===== src/rtl/pc_unit_pkg.sv =====
// Shared definitions for the program counter / sequencer stage.
// Branch targets live here so programs only change this file.
package pc_unit_pkg;

  localparam int PC_W      = 10;
  localparam int LUT_AW    = 5;
  localparam int LUT_DEPTH = 1 << LUT_AW;

  typedef enum logic [1:0] {
    IDLE = 2'd0,
    RUN  = 2'd1,
    HALT = 2'd2
  } PcState;

  // Absolute PC_W-bit targets; unused entries are zero
  localparam logic [PC_W-1:0] BRANCH_TARGETS [0:LUT_DEPTH-1] = '{
    10'd0,   10'd5,   10'd7,   10'd40,
    10'd12,  10'd0,   10'd0,   10'd1023,
    10'd0,   10'd100, 10'd0,   10'd0,
    10'd0,   10'd0,   10'd0,   10'd0,
    10'd0,   10'd513, 10'd0,   10'd0,
    10'd0,   10'd0,   10'd0,   10'd0,
    10'd0,   10'd0,   10'd0,   10'd0,
    10'd0,   10'd0,   10'd0,   10'd1
  };

endpackage


===== src/rtl/pc_unit_branch_lut.sv =====
// Combinational branch-target lookup.
// Indexes the package target table with the instruction field.
module branch_lut
  import pc_unit_pkg::*;
(
  input  logic [LUT_AW-1:0] target_sel,
  output logic [PC_W-1:0]   target
);

  assign target = BRANCH_TARGETS[target_sel];

endmodule


===== src/rtl/pc_unit.sv =====
// Program counter and start/run/halt sequencer.
// Optional PC_CYCLE_COUNT_EN adds a saturating RUN-cycle counter.
module pc_unit
  import pc_unit_pkg::*;
(
  input  logic              clk,
  input  logic              reset,
  input  logic              start_in,
  input  logic              halt_in,
  input  logic              jump_in,
  input  logic              branch_in,
  input  logic [7:0]        cond_in,
  input  logic [LUT_AW-1:0] target_sel,
  output logic [PC_W-1:0]   pc_out,
  output logic              done_out
`ifdef PC_CYCLE_COUNT_EN
  ,
  output logic [15:0]       cycle_cnt_out
`endif
);

  PcState          state, state_nx;
  logic [PC_W-1:0] pc_nx;
  logic            done_nx;
  logic [PC_W-1:0] target;

  branch_lut u_lut (
    .target_sel (target_sel),
    .target     (target)
  );

  always_ff @(posedge clk) begin
    if (reset) begin
      state    <= IDLE;
      pc_out   <= '0;
      done_out <= 1'b0;
    end else begin
      state    <= state_nx;
      pc_out   <= pc_nx;
      done_out <= done_nx;
    end
  end

  always_comb begin
    state_nx = state;
    pc_nx    = pc_out;
    done_nx  = done_out;
    unique case (state)
      IDLE: begin
        pc_nx   = '0;
        done_nx = 1'b0;
        if (start_in) state_nx = RUN;
      end
      RUN: begin
        done_nx = 1'b0;
        if (halt_in) begin
          state_nx = HALT;
          done_nx  = 1'b1;
        end else if (jump_in) begin
          pc_nx = target;
        end else if (branch_in && cond_in != 8'd0) begin
          pc_nx = target;
        end else begin
          pc_nx = pc_out + PC_W'(1);
        end
      end
      HALT: begin
        done_nx = 1'b1;
        if (start_in) begin
          state_nx = RUN;
          pc_nx    = '0;
          done_nx  = 1'b0;
        end
      end
      default: begin
        state_nx = IDLE;
        pc_nx    = '0;
        done_nx  = 1'b0;
      end
    endcase
  end

`ifdef PC_CYCLE_COUNT_EN
  // Restart clears; the count of a halted program stays readable
  always_ff @(posedge clk) begin
    if (reset) begin
      cycle_cnt_out <= '0;
    end else if (state != RUN && state_nx == RUN) begin
      cycle_cnt_out <= '0;
    end else if (state == RUN && cycle_cnt_out != 16'hFFFF) begin
      cycle_cnt_out <= cycle_cnt_out + 16'd1;
    end
  end
`endif

endmodule


===== config.mk =====
export PLATFORM = sky130hd
export DESIGN_NAME = pc_unit
export DESIGN_NICKNAME = d
export VERILOG_FILES = /design/src/rtl/pc_unit_pkg.sv /design/src/rtl/pc_unit_branch_lut.sv /design/src/rtl/pc_unit.sv
export SDC_FILE = /design/constraint.sdc
export NUM_CORES = 1
export LEC_CHECK = 0
export CAP_MARGIN = 20
export CORE_MARGIN = 2
export CORE_UTILIZATION = 49
export CTS_BUF_LIST = sky130_fd_sc_hd__clkbuf_2 sky130_fd_sc_hd__clkbuf_4 sky130_fd_sc_hd__clkbuf_8
export DETAILED_ROUTE_END_ITERATION = 12
export GPL_TIMING_DRIVEN = 0
export PLACE_DENSITY = 0.82
export SLEW_MARGIN = 20
export SYNTH_ARGS = -nofsm -noshare
export SYNTH_HDL_FRONTEND = slang
export SYNTH_HIERARCHICAL = 1
export SYNTH_SLANG_ARGS = --single-unit

===== constraint.sdc =====
create_clock -name clk -period 2.3 [get_ports clk]
set_clock_uncertainty 0.1 [all_clocks]
set_input_delay 0.69 -clock clk [delete_from_list [all_inputs] [get_ports clk]]
set_output_delay 0.69 -clock clk [all_outputs]
set_load 0.01 [all_outputs]

## Yosys cells after proc, flatten, opt, wreduce, memory -nomap -nowiden

Memory sizes are Yosys's and may differ from the RTL's.
Index checks and enable logic that the tools add are counted.

| word-level totals | value |
|---|---|
| bits in registers | 13 |
| bits in latches | 0 |
| bits in writable memories | 0 |
| bits in read-only memories | 320 |
| input port bits | 19 |
| output and inout port bits | 11 |
| word-level logic and storage cells | 32 |
| memories kept | 1 |

| operators by class | value |
|---|---|
| add/sub/neg operators | 1 |
| multiply operators | 0 |
| div/mod/pow operators | 0 |
| magnitude comparators | 1 |
| eq/ne operators | 6 |
| shift-type cells | 0 |
| muxes and demuxes | 13 |
| bitwise gates (word level) | 1 |
| reduce and logical (&&, ||, !) cells | 6 |

Memories:

| memory | words | bits a word | read ports | clocked after memory_dff | write ports | line | text |
|---|---|---|---|---|---|---|---|
| (name not given) | 32 | 10 | 1 | 0 | 0 | pc_unit_branch_lut.sv:10 | `assign target = BRANCH_TARGETS[target_sel];` |

Operators by type and width:

| kind | count |
|---|---|
| two-way mux 10 bit | 6 |
| one-hot mux 10 bit (2 select lines) | 1 |
| adder 10 x 1 -> 10 bit (second input constant) | 1 |
| nonzero test 8 bit | 1 |
| greater-or-equal comparator 6 bit (second input constant) | 1 |
| != test 2 bit (second input constant) | 3 |
| inverter 5 -> 6 bit | 1 |
| two-way mux 2 bit | 2 |
| one-hot mux 2 bit (2 select lines) | 1 |
| AND reduction 2 bit | 2 |
| == test 2 x 1 -> 1 bit (second input constant) | 1 |
| == test 2 bit (second input constant) | 1 |
| zero test 2 bit | 1 |
| two-way mux 1 bit | 2 |
| != test 2 x 1 -> 1 bit (second input constant) | 1 |
| one-hot mux 1 bit (2 select lines) | 1 |
| OR reduction 2 bit | 1 |
| logical AND 1 bit | 1 |

## Longest topological paths before layout

Gate-level depths: netlist (run 1).

| logic depth | value |
|---|---|
| word-level depth | 8 |
| depth in mapped cells | 7 |
| gate-level depth less buffers | 7 |

## Cells and area by module

The synthesis (run 1) kept the hierarchy.

By module, submodules not included:

| module | times used | cells an instance | area an instance (um2) | seq. area each (um2) |
|---|---|---|---|---|
| pc_unit | 1 | 100 | 808.3 | 260.2 |
| branch_lut | 1 | 31 | 225.2 | 0.0 |

## Least setup slack after synthesis (run 1)

OpenSTA, ideal clock, no wires.

| path | value |
|---|---|
| path kind | in2reg |
| start | in cond_in[1] |
| end | reg pc_out[9] |
| setup time | 0.062 ns |
| arrival time | 2.008 ns |
| data required time | 2.138 ns |
| slack | 0.130 ns |
| cell stages on the path | 6 |
| path buffers | 1 |
| path through | nor4_2 a21boi_2 or2_1 buf_6 or4_1 nand3_1 |

| on the way | value |
|---|---|
| cells in the longest elaborated chain, start to end | 6 |

Ends and longest elaborated chain:

| what | line | text |
|---|---|---|
| start: declaration | pc_unit.sv:12 | `input logic [7:0] cond_in,` |
| nonzero test 8 bit | pc_unit.sv:61 | `end else if (branch_in && cond_in != 8'd0) begin` |
| logical AND 1 bit | pc_unit.sv:61 |  |
| two-way mux 10 bit | pc_unit.sv:61 |  |
| two-way mux 10 bit | pc_unit.sv:59 | `end else if (jump_in) begin` |
| two-way mux 10 bit | pc_unit.sv:56 | `if (halt_in) begin` |
| one-hot mux 10 bit (2 select lines) | pc_unit.sv:48 | `unique case (state)` |
| end signal: assignment | pc_unit.sv:39 | `pc_out <= pc_nx;` |
| end: declaration | pc_unit.sv:14 | `output logic [PC_W-1:0] pc_out,` |

No other way between the ends. The select of a mux whose other input is x is not followed.
A chain may end at the register's enable or synchronous reset.

## Worst setup path in the final report (run 1)

| path | value |
|---|---|
| start | in cond_in[4] |
| end | reg pc_out[9] |

Same word-level chain as after synthesis.

==> flow_metrics.py, run 1 <==
metrics = {
    "status": {
        "status": "finished, final reports clean",
    },
    "setup_path": {
        "cpPeakStageDelay_ns": 0.42,
        "timing.critical_path.fanout_max": 9,
        "worstPathCellList": "clkdlybuf4s50_1 > nor4_2 > a21boi_2 > or2_1 > buf_6 > buf_4 > a32oi_1 > nand3_1",
        "startpoint_type": "primary input",
        "worstSetupPathType": "primary input to register",
        "slowest_stage": "sky130_fd_sc_hd__clkdlybuf4s50_1",
        "cp_num_cells": 8,
        "data_arrival_time_of_the_critical_path_ns": 2.30,
        "reg2regPathDepth": 5,
        "timing.critical_path.buf_inv": 3,
        "cp_top_family": "buffers and inverters",
        "required_ns": 2.39,
        "endpoint_kind": "register",
    },
    "placed_design": {
        "dp_worst_setup_slack_ns": -0.432,
        "io_buffers": 27,
        "gp_congestion": 0.857,
        "place_hpwl_um": 2030,
    },
    "synthesis": {
        "synth.most_common_cell": "sky130_fd_sc_hd__a21oi_1",
        "ys_async_sr_fraction_pct": 0,
        "ys_types": 38,
        "syn-num-nets": 159,
        "postSynth.topFlopCell": "sky130_fd_sc_hd__dfxtp_1",
        "synth_xor_area_share_pct": 1.69,
        "post_synth_fa_ha_maj_area_fraction_pct": 10.9,
        "synth_compound_gate_area_share_pct": 19.7,
        "ys_ff_latch": 13,
        "synth_top_family_by_area": "simple AND/OR/NAND/NOR gates",
        "post_synth_mux_area_share_pct": 4.84,
        "post_synth_inst_count": 131,
        "area_fraction_in_and_or_nand_and_nor_cells_after_synthesis_pct": 29.5,
        "synth_top_cell_by_area": "sky130_fd_sc_hd__dfxtp_1",
        "cell_types_with_the_largest_area_share_after_synthesis": "sky130_fd_sc_hd__dfxtp_1, sky130_fd_sc_hd__ha_1, sky130_fd_sc_hd__a21oi_1",
        "ys_seq_area_share_pct": 25.2,
        "edff_count_synth": 0,
        "mappedNetlistArea_um2": 1030,
        "synth_top_area_share_pct": 25.2,
        "postSynthAreaPerCell_um2": 7.89,
        "yosysWarningCount": 6,
        "synth.cells.most_frequent": "sky130_fd_sc_hd__a21oi_1, sky130_fd_sc_hd__dfxtp_1, sky130_fd_sc_hd__inv_1, sky130_fd_sc_hd__nand2_1, sky130_fd_sc_hd__ha_1",
    },
    "routing": {
        "drt_first_iter_violations": 21,
        "detail_route.wl_per_cell_um": 14.4,
        "drt_first_pass_iters": 4,
        "routed_wl_um": 2770,
        "drc": 0,
        "number_of_vias_after_detailed_routing": 1098,
        "route.detailed.vias_per_inst": 5.72,
        "ant_nets": 0,
    },
    "clocking": {
        "clock_sinks": 13,
        "latest_clock_arrival_within_the_worst_skew_pair_ns": 0.30,
        "cts.clk_slew.worst_paths_ns": 0.08,
        "ctsLongestPathBuffers": 2,
        "cts_root_buf": "sky130_fd_sc_hd__clkbuf_4",
        "cts-htree-levels": 1,
        "cts_inserted_buffers": 3,
        "cts_tree": "yes",
        "cts.hold.buffers_added": 0,
    },
    "sta": {
        "final_hold_viol_count": 0,
        "timing.final.setup_violations": 0,
        "grt_setup_unrepaired": "no",
        "max_freq_mhz": 452,
        "tightest_slew_ns": 0.452,
        "finalMaxSlewViolations": 0,
        "max_slew_margin_pct": 69.9,
        "tns_ns": 0,
        "final_min_period_over_clock_period_pct": 96.1,
        "post-route-min-period_ns": 2.21,
        "final_critical_path_setup_slack_ns": 0.0891,
    },
    "grt": {
        "groute.usage.overall_pct": 24.3,
        "grt_antenna_before_repair": 0,
        "grt-ovfl-total": 0,
        "global_route_wire_length_before_repair_um": 4690,
        "vias_in_the_first_global_route": 1063,
        "grt_max_degree": 11,
    },
    "flow_run": {
        "max_cap_viol_count": 0,
    },
    "hold_path": {
        "min_delay_path_depth": 2,
        "timing.hold.worst.class": "register to register",
    },
    "floorplanning": {
        "boundaryPins": 30,
        "die_width_um": 49.9,
        "fp.coreArea_um2": 1980,
        "die_h_um": 49.9,
        "start_util_pct": 52.1,
        "fp-row-count": 16,
        "die-area_um2": 2490,
    },
    "final_layout": {
        "area_growth_pct": 37.9,
        "finalNetCount": 194,
        "multiInputGateArea_um2": 721,
        "layout.filler_cells": 161,
        "num_antenna_cells": 0,
        "register_area_um2": 260,
        "fraction_of_layout_cells_with_a_size_suffix_above_1_pct": 12.7,
    },
    "power": {
        "vdd_drop_max_v": 0.000480,
        "cellLeakagePower_nw": 0.524,
        "total_power_uw": 654,
        "power.density_nw_per_um2": 459,
    },
}
state kept, by name, indices dropped and copies added (netlist names):
register and count:
pc_out 10, state 2, done_out 1
tightest hold or removal path, stage by stage (launching register included):
cell                      delay, ns
sky130_fd_sc_hd__dfxtp_1       0.34
sky130_fd_sc_hd__inv_1         0.06
sky130_fd_sc_hd__o22ai_1       0.05
per-layer routing:
metal	wire, um	global-route usage [%]	part of all wire, %
met1	1240	30.1	45
met2	1360	42.9	49
met3	109	2.12	3.9
met4	56	9.72	2.0
met5	0	0	0
through the flow:
stage               instance area [um2]  utilization [%]  hold WS [ns]  std cells
global route                       1430             71.9         0.446        192
floorplan                          1030                -         0.376        131
finish                             1430             71.9         0.389        192
CTS                                1390             70.2         0.392        192
global placement                   1340             67.5         0.365        185
detailed placement                 1340             67.5         0.377        185
worst paths after layout:
kind	start	endpoint	slack, ns
worst max-delay path	cond_in[4]	pc_out[9]	0.09
worst min-delay path	pc_out[4]	pc_out[4]	0.39
worst max register to register	pc_out[2]	pc_out[9]	0.42
worst min register to register	pc_out[4]	pc_out[4]	0.39
kinds of logic after synthesis:
logic type | Yosys count
flip-flops | 13
AO/OA/AOI/OAI | 33
buffers and inverters | 16
XOR/XNOR | 2
AND/OR/NAND/NOR | 53
multiplexers | 5
adder cells (fa/ha/maj) | 9
cells in the final DEF (no fill, tap or decap), types with 2 or more instances in the layout:
| cell type | synthesis | final |
|---|---|---|
| sky130_fd_sc_hd__nand3_1 | 4 | 4 |
| sky130_fd_sc_hd__nand2b_1 | 3 | 3 |
| sky130_fd_sc_hd__nand3b_1 | 5 | 5 |
| sky130_fd_sc_hd__o22ai_1 | 7 | 7 |
| sky130_fd_sc_hd__clkbuf_4 | 0 | 4 |
| sky130_fd_sc_hd__nor4_1 | 4 | 4 |
| sky130_fd_sc_hd__clkdlybuf4s50_1 | 0 | 24 |
| sky130_fd_sc_hd__xor2_1 | 2 | 2 |
| sky130_fd_sc_hd__dlymetal6s2s_1 | 0 | 2 |
| sky130_fd_sc_hd__mux2i_1 | 5 | 5 |
| sky130_fd_sc_hd__nand4_1 | 2 | 2 |
| sky130_fd_sc_hd__dfxtp_1 | 13 | 13 |
| sky130_fd_sc_hd__buf_4 | 2 | 5 |
| sky130_fd_sc_hd__nand2_1 | 10 | 9 |
| sky130_fd_sc_hd__ha_1 | 9 | 9 |
| sky130_fd_sc_hd__a21oi_1 | 16 | 16 |
| sky130_fd_sc_hd__o21ai_1 | 3 | 3 |
| sky130_fd_sc_hd__nor2_1 | 7 | 5 |
| sky130_fd_sc_hd__nor3_1 | 2 | 2 |
| sky130_fd_sc_hd__nor2_4 | 0 | 2 |
| sky130_fd_sc_hd__and2_1 | 3 | 3 |
| sky130_fd_sc_hd__inv_1 | 10 | 10 |
| sky130_fd_sc_hd__or3_1 | 2 | 2 |
| sky130_fd_sc_hd__buf_6 | 2 | 2 |
| sky130_fd_sc_hd__nor2b_1 | 2 | 2 |
where the power goes:
| part | switching [mW] | internal [mW] | total (mW) |
|---|---|---|---|
| Combinational | 0.118 | 0.109 | 0.227 |
| Clock | 0.0881 | 0.0796 | 0.168 |
| Sequential | 0.0182 | 0.241 | 0.259 |
layout make-up:
class | instances | share of cell area (%)
Multi-Input combinational cell | 102 | 50.6
Timing Repair Buffer | 30 | 20.8
Sequential cell | 13 | 18.3
Buffer | 6 | 3.25
Inverter | 10 | 2.63
Tap cell | 27 | 2.37
Clock buffer | 4 | 2.11
timing repair:
item / in CTS / in global routing
buffers inserted: 3 / 0
pin swaps: 6 / 3
gates resized for setup: 2 / 8
setup endpoints to repair: 1 / 8
gates cloned: 0 / 0
Power figures use the tool's default switching activity.
==> run 2: changes to the inputs <==
--- a/config.mk
+++ b/config.mk
@@ -7,10 +7,13 @@
 export LEC_CHECK = 0
 export CAP_MARGIN = 20
+export CELL_PAD_IN_SITES_DETAIL_PLACEMENT = 0
+export CELL_PAD_IN_SITES_GLOBAL_PLACEMENT = 1
+export CORE_ASPECT_RATIO = 1.75
 export CORE_MARGIN = 2
-export CORE_UTILIZATION = 49
+export CORE_UTILIZATION = 35
 export CTS_BUF_LIST = sky130_fd_sc_hd__clkbuf_2 sky130_fd_sc_hd__clkbuf_4 sky130_fd_sc_hd__clkbuf_8
 export DETAILED_ROUTE_END_ITERATION = 12
 export GPL_TIMING_DRIVEN = 0
-export PLACE_DENSITY = 0.82
+export PLACE_DENSITY_LB_ADDON = 0.1
 export SLEW_MARGIN = 20
 export SYNTH_ARGS = -nofsm -noshare
==> constraint.sdc (replaced) <==
create_clock -name clk -period 2.3 [get_ports clk]
set_clock_uncertainty 0.1 [all_clocks]
set_input_delay 0.69 -clock clk [delete_from_list [all_inputs] [get_ports clk]]
set_output_delay 0.69 -clock clk [all_outputs]
set_load 0.005 [all_outputs]
==> run 2 against run 1 <==
Die area grew 37%. Design area grew 0.44%. Clock power grew 33%. Register-to-register slack is essentially flat. Worst setup slack gained 0.0071 ns. Combinational power is essentially flat. Clock-buffer cell count is the same. Critical path depth shrank 1. Largest power group unchanged. Highest routed layer unchanged.
==> flow_metrics.py, run 2 (synthesized netlist as in run 1, its figures left out) <==
metrics = {
    "setup_path": {
        "data_arrival_time_of_the_critical_path_ns": 2.29,
        "startpoint_type": "primary input",
        "required_ns": 2.39,
        "worstPathCellList": "clkdlybuf4s50_1 > nor4_2 > a21boi_2 > or2_1 > buf_6 > or4_1 > nand3_1",
        "cpPeakStageDelay_ns": 0.41,
        "slowest_stage": "sky130_fd_sc_hd__clkdlybuf4s50_1",
        "timing.critical_path.fanout_max": 2,
        "worstSetupPathType": "primary input to register",
        "endpoint_kind": "register",
    },
    "sta": {
        "max_slew_margin_pct": 78.9,
        "grt_setup_unrepaired": "no",
        "final_min_period_over_clock_period_pct": 95.8,
        "tightest_slew_ns": 0.315,
        "max_freq_mhz": 454,
        "finalMaxSlewViolations": 0,
        "timing.final.setup_violations": 0,
        "post-route-min-period_ns": 2.20,
        "final_hold_viol_count": 0,
    },
    "final_layout": {
        "largest_register_ffs": 10,
        "finalCoreUtilization_pct": 50.0,
        "finalNetCount": 193,
        "num_antenna_cells": 0,
        "biggestRegsByFlops": "pc_out x10, state x2, done_out x1",
        "post_layout_nonfiller_instances": 192,
        "final_common_cell": "sky130_fd_sc_hd__clkdlybuf4s50_1",
        "fraction_of_layout_cells_with_a_size_suffix_above_1_pct": 14.0,
        "finish.instance_area_um2": 1430,
        "regMostFlops": "pc_out",
        "layout_common_cells": "sky130_fd_sc_hd__clkdlybuf4s50_1, sky130_fd_sc_hd__a21oi_1, sky130_fd_sc_hd__dfxtp_1, sky130_fd_sc_hd__inv_1",
        "area_growth_pct": 38.5,
    },
    "power": {
        "power.density_nw_per_um2": 494,
        "vdd_drop_max_v": 0.000543,
        "cellLeakagePower_nw": 0.525,
        "total_power_uw": 707,
    },
    "floorplanning": {
        "fp.coreArea_um2": 2860,
        "boundaryPins": 30,
        "die_width_um": 45.1,
        "start_util_pct": 36.1,
        "die-area_um2": 3420,
        "fp-row-count": 26,
        "die_h_um": 75.9,
    },
    "grt": {
        "global_route_wire_length_before_repair_um": 4370,
        "grt_max_degree": 11,
        "groute.usage.overall_pct": 17.2,
        "vias_in_the_first_global_route": 1005,
        "grt-ovfl-total": 0,
        "grt_antenna_before_repair": 0,
    },
    "clocking": {
        "cts_tree": "yes",
        "ctsLongestPathBuffers": 2,
        "cts.hold.buffers_added": 0,
        "latest_clock_arrival_within_the_worst_skew_pair_ns": 0.25,
        "cts_inserted_buffers": 3,
        "clock_sinks": 13,
        "cts_root_buf": "sky130_fd_sc_hd__clkbuf_8",
        "cts-htree-levels": 1,
        "cts.clk_slew.worst_paths_ns": 0.06,
    },
    "routing": {
        "detail_route.wl_per_cell_um": 14.2,
        "routed_wl_um": 2720,
        "drc": 0,
        "route.detailed.vias_per_inst": 5.54,
        "number_of_vias_after_detailed_routing": 1064,
        "ant_nets": 0,
        "drt_first_iter_violations": 30,
        "drt_first_pass_iters": 4,
    },
    "flow_run": {
        "max_cap_viol_count": 0,
    },
    "status": {
        "status": "finished, final reports clean",
    },
    "placed_design": {
        "dp_area_um2": 1340,
        "post-place-cells": 186,
        "place_hpwl_um": 2120,
        "gp_congestion": 0.813,
        "io_buffers": 27,
    },
    "hold_path": {
        "timing.hold.worst.class": "register to register",
    },
}
[run 2: cell count changes in the layout (fill, tap and decap cells not counted), moves of 2 or more]
cell	change
sky130_fd_sc_hd__buf_4	-2
sky130_fd_sc_hd__nor2_2	+3
sky130_fd_sc_hd__clkbuf_8	+3
sky130_fd_sc_hd__nor2_4	-2
sky130_fd_sc_hd__clkbuf_4	-3
[run 2: what timing repair did]
action | CTS | global route
resized for setup | 2 | 9
setup buffers | 2 | 0
setup endpoints to repair | 1 | 9
gates cloned | 0 | 0
pin swaps | 5 | 6
[run 2: worst paths after layout]
path | cells after the start | to | slack, ns | from
min | 2 | pc_out[4] | 0.38 | pc_out[4]
min reg2reg | 2 | pc_out[4] | 0.38 | pc_out[4]
max | 7 | pc_out[9] | 0.1 | cond_in[5]
max reg2reg | 5 | pc_out[9] | 0.42 | pc_out[2]
[run 2: critical path, delay by kind of cell]
kind / cells / cell delay [ns]
compound gates: 1 / 0.09
buf+inv: 2 / 0.53
simple gates: 4 / 0.99
[run 2: metrics by stage]
stage,worst slack [ns],setup TNS (ns),hold slack [ns]
final,0.0962,0,0.384
after global placement,-0.370,-1.51,0.366
after floorplan,0.130,0,0.366
after global routing,0.00685,0,0.417
after detailed placement,-0.411,-1.76,0.376
after CTS,0.00262,0,0.388
[run 2: metal layers]
layer	vias to the layer above	share of wire (%)	global-route usage, %
li1	535	-	-
met1	508	40	18.3
met2	17	56	32.5
met3	4	2.8	2.61
met4	0	1.5	6.86
met5	-	0	0
[run 2: layout make-up]
type / instances / area (um2)
buffer: 6 / 47.5
clock buffer: 4 / 48.8
fill: 299 / 1430
inverter: 10 / 37.5
multi-input combinational: 102 / 712
sequential: 13 / 260
tap: 28 / 35.0
timing repair buffer: 29 / 290
[run 2: where the power goes]
part | switching, mW | internal [mW]
Sequential | 0.0175 | 0.241
Combinational | 0.116 | 0.109
Clock | 0.0886 | 0.134
==> run 3: changes to the inputs <==
- CORE_ASPECT_RATIO: 1.75 -> not set
- CORE_UTILIZATION: 35 -> 46
- DONT_BUFFER_PORTS: not set -> 1
==> run 3 against run 2 <==
Non-clock buffer count down 29. Largest cell class unchanged. Register-to-register slack worse by 0.19 ns. Clock-buffer cell count unchanged. Worst setup slack better by 0.13 ns. Wire length down 12%. Clock power down 30%. Total power down 17%. Utilization up 0.63 points. Die area down 23%. First-iteration DRC count down 10%. Critical path depth down 1.
==> flow_metrics.py, run 3 (synthesized netlist as in run 1, its figures left out) <==
metrics = {
    "hold_path": {
        "timing.hold.worst.class": "primary input to register",
    },
    "clocking": {
        "post_cts_buffers": 0,
        "cts_tree": "yes",
        "ctsLongestPathBuffers": 2,
        "latest_clock_arrival_within_the_worst_skew_pair_ns": 0.27,
        "cts_root_buf": "sky130_fd_sc_hd__clkbuf_4",
        "clock_sinks": 13,
        "cts_inserted_buffers": 3,
        "cts.repair.resized": 0,
        "cts-htree-levels": 1,
        "cts.clk_slew.worst_paths_ns": 0.09,
        "cts.hold.buffers_added": 0,
    },
    "final_layout": {
        "num_antenna_cells": 0,
        "finish.instance_area_um2": 1100,
        "finalNetCount": 164,
        "area_growth_pct": 6.30,
        "fraction_of_layout_cells_with_a_size_suffix_above_1_pct": 10.4,
        "register_area_um2": 260,
        "post_layout_nonfiller_instances": 163,
        "layout.filler_cells": 232,
        "layout_common_cells": "sky130_fd_sc_hd__a21oi_1, sky130_fd_sc_hd__dfxtp_1, sky130_fd_sc_hd__inv_1, sky130_fd_sc_hd__nand2_1, sky130_fd_sc_hd__ha_1",
        "multiInputGateArea_um2": 689,
        "finalCoreUtilization_pct": 50.6,
        "regMostFlops": "pc_out",
        "biggestRegsByFlops": "pc_out x10, state x2, done_out x1",
        "final_common_cell": "sky130_fd_sc_hd__a21oi_1",
        "largest_register_ffs": 10,
    },
    "placed_design": {
        "gp_congestion": 0.783,
        "io_buffers": 0,
        "dp_area_um2": 1070,
        "post-place-cells": 159,
        "place_hpwl_um": 1850,
    },
    "grt": {
        "groute.usage.overall_pct": 20.1,
        "grt-ovfl-total": 0,
        "vias_in_the_first_global_route": 903,
        "grt_antenna_before_repair": 0,
        "global_route_wire_length_before_repair_um": 4000,
        "grt_max_degree": 11,
    },
    "routing": {
        "drc": 0,
        "routed_wl_um": 2400,
        "drt_first_iter_violations": 27,
        "detail_route.wl_per_cell_um": 14.7,
        "route.detailed.vias_per_inst": 5.94,
        "drt_first_pass_iters": 4,
        "number_of_vias_after_detailed_routing": 969,
        "ant_nets": 0,
    },
    "sta": {
        "finalMaxSlewViolations": 0,
        "tightest_slew_ns": 0.478,
        "max_slew_margin_pct": 68.2,
        "max_freq_mhz": 482,
        "timing.final.setup_violations": 0,
        "final_hold_viol_count": 0,
        "fin_hold_ws_ns": 0.369,
        "tns_ns": 0,
        "grt_setup_unrepaired": "no",
        "final_min_period_over_clock_period_pct": 90.2,
        "post-route-min-period_ns": 2.07,
    },
    "floorplanning": {
        "fp-row-count": 17,
        "boundaryPins": 30,
        "fp.coreArea_um2": 2170,
        "die_width_um": 51.4,
        "die_h_um": 51.4,
        "start_util_pct": 47.6,
        "die-area_um2": 2640,
    },
    "power": {
        "cellLeakagePower_nw": 0.387,
        "power.density_nw_per_um2": 536,
        "vdd_drop_max_v": 0.000352,
    },
    "status": {
        "status": "finished, final reports clean",
    },
    "setup_path": {
        "endpoint_kind": "register",
        "data_arrival_time_of_the_critical_path_ns": 2.20,
        "worstSetupPathType": "register to register",
        "slowest_stage": "sky130_fd_sc_hd__or4_1",
        "timing.critical_path.fanout_max": 10,
        "timing.critical_path.buf_inv": 1,
        "required_ns": 2.42,
        "cpPeakStageDelay_ns": 0.57,
        "worstPathCellList": "inv_1 > ha_1 > nor3b_1 > nand2_1 > or4_1 > nand3_1",
        "cp_top_family": "simple AND/OR/NAND/NOR gates",
        "startpoint_type": "register",
    },
    "flow_run": {
        "max_cap_viol_count": 0,
    },
}
==> run 3: final timing paths <==
| check | from | to | slack (ns) | cells after the start |
|---|---|---|---|---|
| setup / recovery | state[1] | pc_out[9] | 0.23 | 6 |
| setup reg to reg | state[1] | pc_out[9] | 0.23 | 6 |
| hold reg to reg | pc_out[4] | pc_out[4] | 0.40 | 2 |
| hold / removal | reset | state[0] | 0.37 | 1 |
==> run 3: area by class of cell <==
cell class	instances	area share, %
well taps	28	3.19
flip-flops and latches	13	23.7
multi-input cells	102	62.8
plain buffers	6	4.21
clock buffers	4	2.73
inverters	10	3.42
==> run 3: per-layer routing <==
| layer | share of wire [%] | up-vias | global-route usage [%] |
|---|---|---|---|
| met2 | 51 | 33 | 35.7 |
| met5 | 0 | - | 0 |
| li1 | - | 480 | - |
| met3 | 7.2 | 4 | 3.80 |
| met4 | 0.96 | 0 | 6.58 |
| met1 | 41 | 452 | 24.1 |
==> run 3: power by group <==
part	internal, mW	switching [mW]	leakage [nW]
Clock	0.0790	0.0783	0.0184
Sequential	0.241	0.0189	0.105
Combinational	0.0741	0.0980	0.263
==> run 3: metrics by stage <==
stage | total power [mW] | worst slack (ns)
after floorplan | 0.401 | 0.130
after global placement | 0.430 | 0.0649
final | 0.589 | 0.226
after CTS | 0.592 | 0.212
after detailed placement | 0.436 | 0.0339
after global routing | 0.636 | 0.0521
